## config.mk

```make
export PLATFORM = sky130hd
export DESIGN_NAME = rem_alert_ctrl
export DESIGN_NICKNAME = d
export VERILOG_FILES = /design/src/rtl/rem_alert_ctrl.sv
export SDC_FILE = /design/constraint.sdc
export NUM_CORES = 1
export LEC_CHECK = 0
export CELL_PAD_IN_SITES_DETAIL_PLACEMENT = 1
export CELL_PAD_IN_SITES_GLOBAL_PLACEMENT = 1
export CORE_MARGIN = 8
export CORE_UTILIZATION = 45
export DETAILED_ROUTE_END_ITERATION = 10
export PLACE_DENSITY = 0.77
export SLEW_MARGIN = 25
export SYNTH_ARGS = -nofsm -noshare
export SYNTH_HDL_FRONTEND = slang
export SYNTH_SLANG_ARGS = --single-unit
```

## constraint.sdc

```tcl
create_clock -name clk -period 2.43 [get_ports clk]
set_input_delay 0.243 -clock clk [delete_from_list [all_inputs] [get_ports clk]]
set_output_delay 0.243 -clock clk [all_outputs]
set_load 0.01 [all_outputs]
```

## src/rtl/rem_alert_ctrl.sv

```systemverilog
// Alert sequencer for the reminder timer's notif pulse. It drives a beeping buzzer and the alert LED,
// handles ack and snooze from the user, and reports dismissed, missed and dropped events as 1-cycle pulses.
//
// state   | meaning
// IDLE    | no alert active, waiting for notif
// RING    | buzzer beeping, LED on, waiting for ack/snooze/timeout
// SNOOZED | buzzer silent, LED on, waiting out the snooze delay
module rem_alert_ctrl #(
  parameter int BEEP_ON    = 2,
  parameter int BEEP_OFF   = 2,
  parameter int RING_MAX   = 16,
  parameter int SNOOZE_CYC = 8,
  parameter int MAX_SNOOZE = 2,
  parameter int CW         = 16
) (
  input  logic       clk,
  input  logic       rst,
  input  logic       notif,
  input  logic       ack,
  input  logic       snooze,
  output logic       buzz,
  output logic       led,
  output logic       dismissed,
  output logic       missed,
  output logic       dropped,
  output logic [3:0] snz_cnt
);

  typedef enum logic [1:0] {
    IDLE    = 2'd0,
    RING    = 2'd1,
    SNOOZED = 2'd2
  } state_t;

  localparam logic [CW-1:0] BEEP_ON_C   = CW'(BEEP_ON);
  localparam logic [CW-1:0] BEEP_LAST   = CW'(BEEP_ON + BEEP_OFF - 1);
  localparam logic [CW-1:0] RING_LAST   = CW'(RING_MAX - 1);
  localparam logic [CW-1:0] SNOOZE_LAST = CW'(SNOOZE_CYC - 1);
  localparam logic [3:0]    MAX_SNZ     = 4'(MAX_SNOOZE);

  state_t        state, state_nx;
  logic [CW-1:0] ring_cnt, ring_nx;
  logic [CW-1:0] wait_cnt, wait_nx;
  logic [CW-1:0] beep_cnt, beep_nx, beep_inc;
  logic [3:0]    snz_nx;
  logic          buzz_nx, led_nx, dis_nx, miss_nx, drop_nx;

  always_ff @(posedge clk or posedge rst) begin
    if (rst) begin
      state     <= IDLE;
      ring_cnt  <= '0;
      wait_cnt  <= '0;
      beep_cnt  <= '0;
      snz_cnt   <= '0;
      buzz      <= 1'b0;
      led       <= 1'b0;
      dismissed <= 1'b0;
      missed    <= 1'b0;
      dropped   <= 1'b0;
    end else begin
      state     <= state_nx;
      ring_cnt  <= ring_nx;
      wait_cnt  <= wait_nx;
      beep_cnt  <= beep_nx;
      snz_cnt   <= snz_nx;
      buzz      <= buzz_nx;
      led       <= led_nx;
      dismissed <= dis_nx;
      missed    <= miss_nx;
      dropped   <= drop_nx;
    end
  end

  // Beep phase wraps over one on+off period; buzz follows the phase the next cycle will be in.
  assign beep_inc = (beep_cnt == BEEP_LAST) ? '0 : beep_cnt + 1'b1;

  always_comb begin
    state_nx = state;
    ring_nx  = ring_cnt;
    wait_nx  = wait_cnt;
    beep_nx  = beep_cnt;
    snz_nx   = snz_cnt;
    buzz_nx  = 1'b0;
    led_nx   = 1'b0;
    dis_nx   = 1'b0;
    miss_nx  = 1'b0;
    drop_nx  = 1'b0;
    case (state)
      IDLE: begin
        if (notif) begin
          state_nx = RING;
          ring_nx  = '0;
          beep_nx  = '0;
          snz_nx   = '0;
          buzz_nx  = 1'b1;
          led_nx   = 1'b1;
        end
      end
      RING: begin
        drop_nx = notif;
        led_nx  = 1'b1;
        if (ack) begin
          state_nx = IDLE;
          led_nx   = 1'b0;
          dis_nx   = 1'b1;
        end else if (snooze && (snz_cnt < MAX_SNZ)) begin
          state_nx = SNOOZED;
          snz_nx   = snz_cnt + 4'd1;
          wait_nx  = '0;
        end else if (ring_cnt == RING_LAST) begin
          state_nx = IDLE;
          led_nx   = 1'b0;
          miss_nx  = 1'b1;
        end else begin
          ring_nx = ring_cnt + 1'b1;
          beep_nx = beep_inc;
          buzz_nx = (beep_inc < BEEP_ON_C);
        end
      end
      SNOOZED: begin
        drop_nx = notif;
        led_nx  = 1'b1;
        if (ack) begin
          state_nx = IDLE;
          led_nx   = 1'b0;
          dis_nx   = 1'b1;
        end else if (wait_cnt == SNOOZE_LAST) begin
          state_nx = RING;
          ring_nx  = '0;
          beep_nx  = '0;
          buzz_nx  = 1'b1;
        end else begin
          wait_nx = wait_cnt + 1'b1;
        end
      end
      default: begin
        state_nx = IDLE;
        ring_nx  = '0;
        wait_nx  = '0;
        beep_nx  = '0;
        snz_nx   = '0;
      end
    endcase
  end

endmodule

```

Word-level counts from Yosys, hierarchy flattened --
Index checks and enable logic that the tools add are counted.
Cells by class: add/subtract/negate cells 4, magnitude comparators 2, equality and inequality tests 15, mux-type cells 47, bitwise operators 2, reduce and logical (&&, ||, !) cells 7
Operators with widths (number):
- $mux W16 | 14
- $pmux W16 S3 | 3
- $add A16 B1 Y16 const B | 3
- $mux W1 | 17
- $eq A16 B2 Y1 const B | 1
- $eq A16 B3 Y1 const B | 1
- $eq A16 B4 Y1 const B | 1
- $lt A16 B2 Y1 const B | 1
- $ne A2 B2 Y1 const B | 8
- $mux W2 | 6
- $mux W4 | 3
- $pmux W4 S3 | 1
- $pmux W1 S3 | 2
- $pmux W2 S3 | 1
- $reduce_and A6 Y1 | 1
- $reduce_and A5 Y1 | 1
- $add A4 B1 Y4 const B | 1
- $lt A4 B2 Y1 const B | 1
- $ne A4 B4 Y1 const B | 1
- $reduce_and A4 Y1 | 1
- $ne A3 B3 Y1 const B | 1
- $reduce_and A3 Y1 | 1
- $eq A2 B1 Y1 const B | 1
- $eq A2 B2 Y1 const B | 1
- 4 further kinds | 5
Storage, ports and cells: bits in registers 59, bits of input ports 5, output and inout bits 9

Logic depth before layout (Yosys ltp) --
depth in word-level cells 7, depth in mapped cells 9, mapped depth without buffers 8

Least setup slack after synthesis --
Ideal clock, no wire load.
path type flip-flop to flip-flop, from register ring_cnt[0], to register beep_cnt[3], setup time 128 ps, arrival time 2124 ps, required time 2302 ps, path slack 178 ps, cell stages (with the launch flop) 10, clock period less this slack 2252 ps, cell sequence dfrtp_1 -> ha_1 -> and3_1 -> and4_1 -> o31ai_4 -> nand3_4 -> buf_4 -> clkbuf_1 -> o21ai_0 -> o31ai_1
On the way: longest elaborated chain between the ends 3
Ends and longest elaborated chain:
- start: declaration | line 42 | logic [CW-1:0] ring_cnt, ring_nx;
- start signal: assignment | line 62 | ring_cnt <= ring_nx;
- $eq A16 B4 Y1 | line 110 | end else if (ring_cnt == RING_LAST) begin
- $ne A2 B2 Y1 (no source line)
- $reduce_and A6 Y1 (no source line)
- end signal: assignment | line 64 | beep_cnt <= beep_nx;
- end: declaration | line 44 | logic [CW-1:0] beep_cnt, beep_nx, beep_inc;
No other way between the ends. A chain may end at the register's enable or synchronous reset.

Worst setup path after layout --
from register ring_cnt[7], to register beep_cnt[7]
The elaborated chain is that of the path after synthesis.

==> flow_summary.json <==
{
  "status": "complete, no violations",
  "ys_warn_count": 0,
  "use_met3_pct": 4.46,
  "ir_drop_v": 0.000504,
  "met2_usage_pct": 29.1,
  "post-route-period-util_pct": 95.9,
  "hold_path.class": "in -> async",
  "synth_cells": 387,
  "cts_made_buffers": 9,
  "netlist_area_um2": 3510,
  "tns_ps": 0,
  "drc_errors": 0,
  "cts_hold_buf": 0,
  "drtIter0Drc": 100,
  "final_util_pct": 54.9,
  "busiest_layer": "met2",
  "cts_tree": "built",
  "gr-total-overflow": 0,
  "start_util_pct": 46.0,
  "use_met1_pct": 22.2,
  "switching_share_pct": 39.6,
  "coreArea_um2": 7650,
  "yosysUniqueCellTypes": 53,
  "p_per_area_nw_per_um2": 896,
  "internal-power_mw": 2.27,
  "drt_first_pass_iters": 4,
  "period_minus_slack_ps": 2330,
  "wl_per_cell_um": 17.7,
  "crit_type": "reg -> reg",
  "grt_use_total_pct": 17.9,
  "grt_pass1_wl_um": 16100,
  "clock-skew-final_ps": 9.11,
  "switchingPower_mw": 1.49,
  "timing.hold.ws_ps": 241,
  "cts_resized": 0,
  "grt_pass1_vias": 3266,
  "htreeDepth": 3,
  "clkTransAtPathRegs_ps": 80,
  "hold_viol": 0,
  "hpwl_um": 6660,
  "clk_latency_ps": 350,
  "ioPinCount": 14,
  "critPathRequiredTime_ps": 2660,
  "gp_congestion": 0.797,
  "num_vias": 3158,
  "syn_to_final_growth_pct": 19.5,
  "p_leak_nw": 1.82,
  "endpoint_kind": "register",
  "crit_path_max_fanout": 7,
  "start_kind": "register",
  "clock.fmax_ghz": 0.429,
  "syn_nets": 400,
  "grt_max_degree": 25,
  "p_comb_share_pct": 42.4,
  "final_antenna_net_count": 0,
  "die_area_um2": 10900,
  "die_w_um": 104,
  "cts.sinks": 59,
  "wl_um": 9550,
  "vias_per_cell": 5.86,
  "io_buffers": 13,
  "avgSynthCellArea_um2": 9.08,
  "synth_edf_count": 0,
  "fp.dieH_um": 104,
  "rsz0062_at_grt": "no",
  "synth-seq-cells": 59,
  "row_count": 32,
  "drive_above_1_share_pct": 15.1,
  "finalSetupViolations": 0,
  "cts_root_buf": "clkbuf_8",
  "num_antenna_cells": 0,
  "arrival_ps": 2560,
  "synthArstFlopShare_pct": 100,
  "max_slew_margin_pct": 66.1,
  "yosysSeqAreaShare_pct": 42.0,
  "fin_nets": 445,
  "worst_slew_pin_slew_ps": 507,
  "antenna_found_initial": 0,
  "p_seq_share_pct": 32.3,
  "final_max_slew_viol_count": 0,
  "cts_setup_buffers": 0,
  "ys.flop_type": "dfrtp_1",
  "drv_cap": 0,
  "clk_path_buf_depth": 2,
  "clkPwrFrac_pct": 25.2,
  "nFillCells": 891
}
layer usage:
layer,up-vias,wire length [um]
met2,34,4600
met1,1588,4490
li1,1518,-
met4,0,191
met3,18,264
met5,-,0
through the flow:
stage	cells	setup slack, ps	total power [mW]	area (um^2)
after floorplan	387	178	2.14	3510
after global placement	519	76.0	2.69	3970
after detailed placement	519	42.5	2.75	3970
after CTS	535	111	3.71	4170
after global routing	539	5.78	3.98	4200
final	539	99.8	3.76	4200
state kept, by name (all words and copies together), names as in the netlist:
register and count:
led 1, wait_cnt 16, ring_cnt 16, dismissed 1, beep_cnt 16, dropped 1
missed 1, snz_cnt 4, buzz 1, state 2
kinds of logic after synthesis:
| kind of cell | share of synthesized area (%) |
|---|---|
| compound gates | 15.1 |
| xor+xnor | 4.73 |
| fa+ha+maj | 2.85 |
| buf+inv | 2.67 |
| flops | 42.0 |
| mux | 0.854 |
| simple gates | 31.8 |
placed cells by master (no fill, tap or decap), drive strengths merged, types with 3 or more instances in the layout:
cell           Yosys  layout
mux2i              3       3
clkdlybuf4s50      0      13
nor4               7       7
nor3               9       9
clkinv             0       3
or4                5       5
clkbuf             8      12
nand3             30      30
nor2              35      35
or3                5       5
nand2b             3       3
o31ai             15      15
o211ai             3       3
buf                6      35
o21ai             27      27
and2               5       5
inv                8       8
xor2              19      19
and4               6       6
and3              17      17
dfrtp             59      59
ha                 8       8
nand4             17      17
nor4b              3       3
nor2b              4       4
nand2             46      46
a21oi             18      18
worst paths after layout:
kind	start	to	slack [ps]	cells after the start
setup / recovery	ring_cnt[7]$_DFFE_PP0P_	beep_cnt[7]$_DFFE_PP0P_	100	7
hold / removal	rst	wait_cnt[10]$_DFFE_PP0P_	240	2
setup reg to reg	ring_cnt[7]$_DFFE_PP0P_	beep_cnt[7]$_DFFE_PP0P_	100	7
hold reg to reg	snz_cnt[0]$_DFFE_PP0P_	snz_cnt[0]$_DFFE_PP0P_	560	1
max in group asynchronous	rst	ring_cnt[5]$_DFFE_PP0P_	1600	3
min in group clk	snz_cnt[0]$_DFFE_PP0P_	snz_cnt[0]$_DFFE_PP0P_	560	1
critical path: stages (launching register included):
cell and delay [ps]:
dfrtp_1 430, nor4_1 490, and4_1 360, o31ai_4 100, and3_1 230, buf_4 180
and3_1 170, a221o_1 260
Yosys cell counts, types with 4 or more instances:
library cell	number	area share (%)
nor4_1	5	0.89
xor2_1	19	4.7
o21ai_0	26	3.7
ha_1	8	2.8
dfrtp_1	59	42
a21oi_1	18	2.6
nor2_1	33	3.5
and4_1	6	1.5
nor2b_1	4	0.71
and2_1	5	0.89
nor3_1	9	1.3
nand2_1	46	4.9
clkbuf_1	8	0.85
nand3_1	28	4.0
inv_1	8	0.85
o31ai_1	14	3.0
or3_1	5	0.89
or4_1	5	1.1
and3_1	17	3.0
nand4_1	16	2.8
cell type report:
cell class | count | area, um^2 | area share, %
Multi-Input combinational cell | 306 | 1940 | 46.3
Sequential cell | 59 | 1480 | 35.2
Timing Repair Buffer | 48 | 418 | 9.95
Clock buffer | 12 | 155 | 3.69
Tap cell | 102 | 128 | 3.04
Clock inverter | 4 | 48.8 | 1.16
Inverter | 8 | 30.0 | 0.715
power groups by stage:
| stage | Sequential [mW] | Combinational (mW) | Clock [mW] |
|---|---|---|---|
| global placement | 1.22 | 1.46 | 0 |
| CTS | 1.22 | 1.53 | 0.969 |
| finish | 1.22 | 1.60 | 0.950 |
| floorplan | 1.23 | 0.911 | 0 |
| detailed placement | 1.23 | 1.51 | 0 |
| global route | 1.23 | 1.74 | 1.01 |
Note: power is estimated with default switching activity, not from simulation.
